<file path="src/rtl/pong_game_sequencer.sv">
// Pong game-flow controller: IDLE -> SERVE -> PLAY -> POINT -> ... -> GAME_OVER.
// Buttons are synchronised and edge-detected; outputs are registered Moore decodes of the next state.
module pong_game_sequencer #(
   parameter int WIN_SCORE    = 7,
   parameter int SCORE_W      = 4,
   parameter int SERVE_FRAMES = 60,
   parameter int POINT_FRAMES = 30,
   parameter int FCNT_W       = 8
) (
   input  logic               clk,
   input  logic               rst,
   input  logic               frame_tick,
   input  logic               serve_btn_n,
   input  logic               restart_btn_n,
   input  logic               miss_left,
   input  logic               miss_right,
   output logic               ball_reset,
   output logic               ball_en,
   output logic               serve_dir,
   output logic [SCORE_W-1:0] score_p1,
   output logic [SCORE_W-1:0] score_p2,
   output logic               game_over,
   output logic               winner,
   output logic [2:0]         state
);

   localparam logic [2:0] ST_IDLE      = 3'd0;
   localparam logic [2:0] ST_SERVE     = 3'd1;
   localparam logic [2:0] ST_PLAY      = 3'd2;
   localparam logic [2:0] ST_POINT     = 3'd3;
   localparam logic [2:0] ST_GAME_OVER = 3'd4;

   localparam logic [FCNT_W-1:0]  SERVE_LAST = FCNT_W'(SERVE_FRAMES - 1);
   localparam logic [FCNT_W-1:0]  POINT_LAST = FCNT_W'(POINT_FRAMES - 1);
   localparam logic [SCORE_W-1:0] WIN_VAL    = SCORE_W'(WIN_SCORE);

   logic serve_meta_q, serve_meta_d;
   logic serve_sync_q, serve_sync_d;
   logic serve_prev_q, serve_prev_d;
   logic restart_meta_q, restart_meta_d;
   logic restart_sync_q, restart_sync_d;
   logic restart_prev_q, restart_prev_d;

   logic [2:0]         state_q, state_d;
   logic [FCNT_W-1:0]  fcnt_q, fcnt_d;
   logic [SCORE_W-1:0] score_p1_q, score_p1_d;
   logic [SCORE_W-1:0] score_p2_q, score_p2_d;
   logic               serve_dir_q, serve_dir_d;
   logic               winner_q, winner_d;
   logic               ball_reset_q, ball_reset_d;
   logic               ball_en_q, ball_en_d;
   logic               game_over_q, game_over_d;

   logic               serve_press;
   logic               restart_press;
   logic [SCORE_W-1:0] p1_inc;
   logic [SCORE_W-1:0] p2_inc;

   // Buttons are active-low, so a press is a falling edge of the synchronised level.
   assign serve_press   = serve_prev_q & ~serve_sync_q;
   assign restart_press = restart_prev_q & ~restart_sync_q;
   assign p1_inc        = score_p1_q + SCORE_W'(1);
   assign p2_inc        = score_p2_q + SCORE_W'(1);

   always_comb begin
      serve_meta_d   = serve_btn_n;
      serve_sync_d   = serve_meta_q;
      serve_prev_d   = serve_sync_q;
      restart_meta_d = restart_btn_n;
      restart_sync_d = restart_meta_q;
      restart_prev_d = restart_sync_q;

      state_d     = state_q;
      fcnt_d      = fcnt_q;
      score_p1_d  = score_p1_q;
      score_p2_d  = score_p2_q;
      serve_dir_d = serve_dir_q;
      winner_d    = winner_q;

      if (restart_press) begin
         state_d     = ST_IDLE;
         fcnt_d      = '0;
         score_p1_d  = '0;
         score_p2_d  = '0;
         serve_dir_d = 1'b1;
         winner_d    = 1'b0;
      end else begin
         case (state_q)
            ST_IDLE: begin
               if (serve_press) state_d = ST_SERVE;
            end
            ST_SERVE: begin
               if (frame_tick) begin
                  if (fcnt_q >= SERVE_LAST) state_d = ST_PLAY;
                  else                      fcnt_d  = fcnt_q + FCNT_W'(1);
               end
            end
            ST_PLAY: begin
               // miss_left takes precedence when both sides report a miss together.
               if (miss_left) begin
                  score_p2_d  = p2_inc;
                  serve_dir_d = 1'b0;
                  if (p2_inc == WIN_VAL) begin
                     state_d  = ST_GAME_OVER;
                     winner_d = 1'b1;
                  end else begin
                     state_d  = ST_POINT;
                  end
               end else if (miss_right) begin
                  score_p1_d  = p1_inc;
                  serve_dir_d = 1'b1;
                  if (p1_inc == WIN_VAL) begin
                     state_d  = ST_GAME_OVER;
                     winner_d = 1'b0;
                  end else begin
                     state_d  = ST_POINT;
                  end
               end
            end
            ST_POINT: begin
               if (frame_tick) begin
                  if (fcnt_q >= POINT_LAST) state_d = ST_SERVE;
                  else                      fcnt_d  = fcnt_q + FCNT_W'(1);
               end
            end
            ST_GAME_OVER: begin
               state_d = ST_GAME_OVER;
            end
            default: begin
               state_d = ST_IDLE;
            end
         endcase
      end

      // A tick landing on the transition cycle is discarded with the old count.
      if (state_d != state_q) fcnt_d = '0;

      ball_reset_d = (state_d == ST_IDLE) || (state_d == ST_SERVE) || (state_d == ST_GAME_OVER);
      ball_en_d    = (state_d == ST_PLAY);
      game_over_d  = (state_d == ST_GAME_OVER);
   end

   always_ff @(posedge clk or negedge rst) begin
      if (!rst) begin
         serve_meta_q   <= 1'b1;
         serve_sync_q   <= 1'b1;
         serve_prev_q   <= 1'b1;
         restart_meta_q <= 1'b1;
         restart_sync_q <= 1'b1;
         restart_prev_q <= 1'b1;
         state_q        <= ST_IDLE;
         fcnt_q         <= '0;
         score_p1_q     <= '0;
         score_p2_q     <= '0;
         serve_dir_q    <= 1'b1;
         winner_q       <= 1'b0;
         ball_reset_q   <= 1'b1;
         ball_en_q      <= 1'b0;
         game_over_q    <= 1'b0;
      end else begin
         serve_meta_q   <= serve_meta_d;
         serve_sync_q   <= serve_sync_d;
         serve_prev_q   <= serve_prev_d;
         restart_meta_q <= restart_meta_d;
         restart_sync_q <= restart_sync_d;
         restart_prev_q <= restart_prev_d;
         state_q        <= state_d;
         fcnt_q         <= fcnt_d;
         score_p1_q     <= score_p1_d;
         score_p2_q     <= score_p2_d;
         serve_dir_q    <= serve_dir_d;
         winner_q       <= winner_d;
         ball_reset_q   <= ball_reset_d;
         ball_en_q      <= ball_en_d;
         game_over_q    <= game_over_d;
      end
   end

   assign state      = state_q;
   assign score_p1   = score_p1_q;
   assign score_p2   = score_p2_q;
   assign serve_dir  = serve_dir_q;
   assign winner     = winner_q;
   assign ball_reset = ball_reset_q;
   assign ball_en    = ball_en_q;
   assign game_over  = game_over_q;

endmodule

</file>
<file path="config.mk">
export PLATFORM = sky130hd
export DESIGN_NAME = pong_game_sequencer
export DESIGN_NICKNAME = d
export VERILOG_FILES = /design/src/rtl/pong_game_sequencer.sv
export SDC_FILE = /design/constraint.sdc
export NUM_CORES = 1
export LEC_CHECK = 0
export ABC_CLOCK_PERIOD_IN_PS = 2000
export CAP_MARGIN = 25
export CORE_MARGIN = 1.5
export CORE_UTILIZATION = 53
export CTS_CLUSTER_DIAMETER = 120
export DETAILED_ROUTE_END_ITERATION = 7
export PLACE_DENSITY = 0.86
export SYNTH_ARGS = -nofsm -noshare
export SYNTH_HDL_FRONTEND = slang
export SYNTH_SLANG_ARGS = --single-unit
</file>
<file path="constraint.sdc">
create_clock -name clk -period 2 [get_ports clk]
set_input_delay 0.4 -clock clk [delete_from_list [all_inputs] [get_ports clk]]
set_output_delay 0.4 -clock clk [all_outputs]
set_load 0.005 [all_outputs]
</file>
==> metrics.csv <==
stage,metric,value,unit
logic_synthesis,synth_top_cell_area_share,0.344,
global_routing,grt_pass1_vias,1350,
sta,drv_slew,0,
route,route.detailed.drc,1,
logic_synthesis,synth.avg_cell_area,10.3,µm²
die,die_x,57.9,µm
route,via_per_inst,5.80,
global_routing,grt_use_total,0.242,
die,num_rows,19,
logic_synthesis,ys.flop_type,dfrtp_1,
sta,period_share,0.972,
logic_synthesis,ys_seq_elements,30,
route,avgRoutedWirePerCell,16.1,µm
cts,cts_max_path_buffers,2,
logic_synthesis,synth_edf_count,0,
logic_synthesis,ys_top_cells_by_area,"dfrtp_1 34%, dfstp_2 13%, ha_1 5.5%",
cts,hold_buffers,0,
global_routing,antenna_found_initial,0,
global_routing,grt_first_pass_wirelength,6.00,mm
cts,clkTransAtPathRegs,90,ps
final_layout,final_core_util,0.741,
final_layout,nets,209,
status,violations,design-rule violations,
min_path,min_path_type,reg2reg,
final_layout,drive_gt1_frac,0.245,
logic_synthesis,yosysSeqAreaShare,0.476,
global_routing,grt-ovfl-total,0,
power_and_ir_drop,peakVddDrop,446,µV
placement,numPortBuffers,22,
route,postRouteAntennaNets,0,
die,dieArea,3360,µm²
logic_synthesis,synth_nets,170,
die,start_util,0.570,
sta,max_slew_margin,0.744,
logic_synthesis,synth_area,1600,µm²
cts,clk_root_buffer_cell,clkbuf_4,
placement,gp_congestion,0.900,
power_and_ir_drop,p_leak,0.903,nW
route,first_iter_violations,33,
final_layout,antenna_cells,0,
job,cap_violations,0,
sta,finalSetupViolCount,0,
route,drt_wl_total,3.65,mm
critical_path,cp_slowest_stage_delay,440,ps
sta,grt_setup_unrepaired,true,
critical_path,critPathBufInv,1,
cts,cts_max_level,2,
die,coreArea,2810,µm²
cts,cts_sinks,30,
logic_synthesis,synth_warnings,0,
critical_path,required,2270,ps
sta,hold_viol,0,
sta,worst_slew_pin_slew,384,ps
sta,timing.fmax,515,MHz
power_and_ir_drop,power,1.22,mW
logic_synthesis,async_flop_share,1.00,
die,die_h,57.9,µm
status,status,"complete, but fails checks",
critical_path,start_kind,flop,
logic_synthesis,synthCells,156,
critical_path,cp.arrival,2210,ps
critical_path,crit_start,score_p1[0],
logic_synthesis,synth.largest_area_cell,dfrtp_1,
cts,cts_buffers,5,
final_layout,area_growth,30.0,%
die,io_pins,23,
cts,cts_tree,built,
critical_path,critical_path_class,reg2reg,
critical_path,worstReg2RegStart,score_p1[0],
cts,insertion_delay,330,ps
sta,clock_skew,8.88,ps
min_path,worstHoldStart,restart_meta_q,
critical_path,crit_path_end_kind,flop,
route,drt_first_pass_iters,8,
critical_path,critPathMaxFanout,4,
critical_path,crit_chain,ha_4 -> or3b_4 -> o41ai_4 -> and3_4 -> buf_4 -> a2111oi_4 -> o21ai_2 -> nor2b_1,
critical_path,cp_top_family,simple AND/OR/NAND/NOR gates,
logic_synthesis,yosys.cell_types.count,49,
critical_path,slowest_stage,dfrtp_1,
placement,dp_hpwl,2.56,mm
sta,fin_tns_setup,0,ps
sta,timing.hold.ws,359,ps
sta,post-route-min-period,1940,ps
power_and_ir_drop,p_per_area,588,nW/µm²
route,vias,1316,
global_routing,grt_start_max_net_pins,31,
-- per-layer routing --
metal  global-route usage  up-vias  part of all wire
li1                     -      619                 -
met1                0.271      654              0.40
met2                0.432       32              0.54
met3               0.0647       11             0.031
met4               0.0997        0             0.029
met5                    0        -                 0
-- cells in the mapped netlist (2+ instances only) --
library cell	instances
nor2b_1	9
a21boi_0	2
and3_1	3
a21oi_1	8
xor2_1	4
o211ai_1	2
nand4_1	3
a31oi_1	2
o21ai_1	2
nand3_1	3
and2_1	5
buf_6	2
a211o_1	2
a211oi_1	2
nand2_1	7
and3b_1	2
ha_1	7
nor3_1	2
dfstp_2	8
nor2_1	16
o21ai_0	2
xnor2_1	6
dfrtp_1	22
inv_1	10
-- worst reg2reg max path, cell delays in order, from the launching register on --
cell,delay [ps]
dfrtp_1,440
ha_4,200
or3b_4,240
o41ai_4,90
and3_4,200
buf_4,140
a2111oi_4,340
o21ai_2,120
nor2b_1,120
-- final cells by class --
class                           count  area, µm²
Multi-Input combinational cell    111        848
Sequential cell                    30        763
Fill cell                         197        726
Timing Repair Buffer               37        333
Clock buffer                        8       58.8
Tap cell                           31       38.8
Inverter                           10       37.5
-- final timing paths --
kind / end / slack [ps] / cells past startpoint
min: restart_prev_d / 360 / 0
min in group asynchronous: winner / 440 / 2
max: ball_en / 60 / 8
min reg2reg: restart_prev_d / 360 / 0
max reg2reg: ball_en / 60 / 8
max in group asynchronous: serve_prev_d / 1240 / 2
-- logic make-up (layout without fill, tap and decap cells) --
family / after synthesis / after routing / share of synthesized area
AO/OA/AOI/OAI: 34 / 34 / 0.155
XOR/XNOR: 10 / 10 / 0.0548
adder cells (fa/ha/maj): 7 / 7 / 0.0548
buffers and inverters: 15 / 55 / 0.0485
flip-flops: 30 / 30 / 0.476
multiplexers: 1 / 1 / 0.00626
AND/OR/NAND/NOR: 59 / 59 / 0.205
-- sequential cells by signal, indices dropped and copies added (netlist names) --
| register | flops |
|---|---|
| winner | 1 |
| score_p1 | 4 |
| restart_meta_q | 1 |
| serve_prev_d | 1 |
| restart_prev_d | 1 |
| fcnt_q | 8 |
| serve_dir | 1 |
| state | 3 |
| serve_prev_q | 1 |
| restart_prev_q | 1 |
| game_over | 1 |
| serve_meta_q | 1 |
| score_p2 | 4 |
| ball_reset | 1 |
| ball_en | 1 |
-- placed cells by master, fill, tap and decap left out, drive strengths merged, types with 4 or more instances in the layout --
| cell | count |
|---|---|
| a21oi | 9 |
| and2 | 5 |
| buf | 15 |
| clkbuf | 8 |
| clkdlybuf4s50 | 22 |
| dfrtp | 22 |
| dfstp | 8 |
| ha | 7 |
| inv | 10 |
| nand2 | 7 |
| nor2 | 16 |
| nor2b | 9 |
| o21ai | 4 |
| xnor2 | 6 |
| xor2 | 4 |
-- stage by stage --
| step | cell area [µm²] | setup slack, ps | cells |
|---|---|---|---|
| 2_1_floorplan | 1600 | 142 | 156 |
| 3_3_place_gp | 1910 | -0.422 | 216 |
| 3_5_place_dp | 1910 | -9.26 | 216 |
| 4_1_cts | 1980 | 6.88 | 224 |
| 5_1_grt | 2080 | -15.1 | 227 |
| 6_report | 2080 | 56.9 | 227 |
-- power by group --
group | total (mW) | internal (mW) | leakage, nW | switching, mW
Combinational | 0.178 | 0.0847 | 0.486 | 0.0928
Sequential | 0.673 | 0.639 | 0.385 | 0.0332
Clock | 0.373 | 0.173 | 0.0326 | 0.200
Total | 1.22 | 0.897 | 0.903 | 0.326
-- what timing repair did --
| item | CTS | global route |
|---|---|---|
| resized for setup | 4 | 15 |
| pin swaps | 1 | 10 |
| endpoints found under the hold margin | 0 | 0 |
| buffers inserted | 0 | 3 |
| cloned | 0 | 0 |
| setup endpoints to repair | 8 | 14 |
No activity file was read; power rests on OpenSTA's default activity.
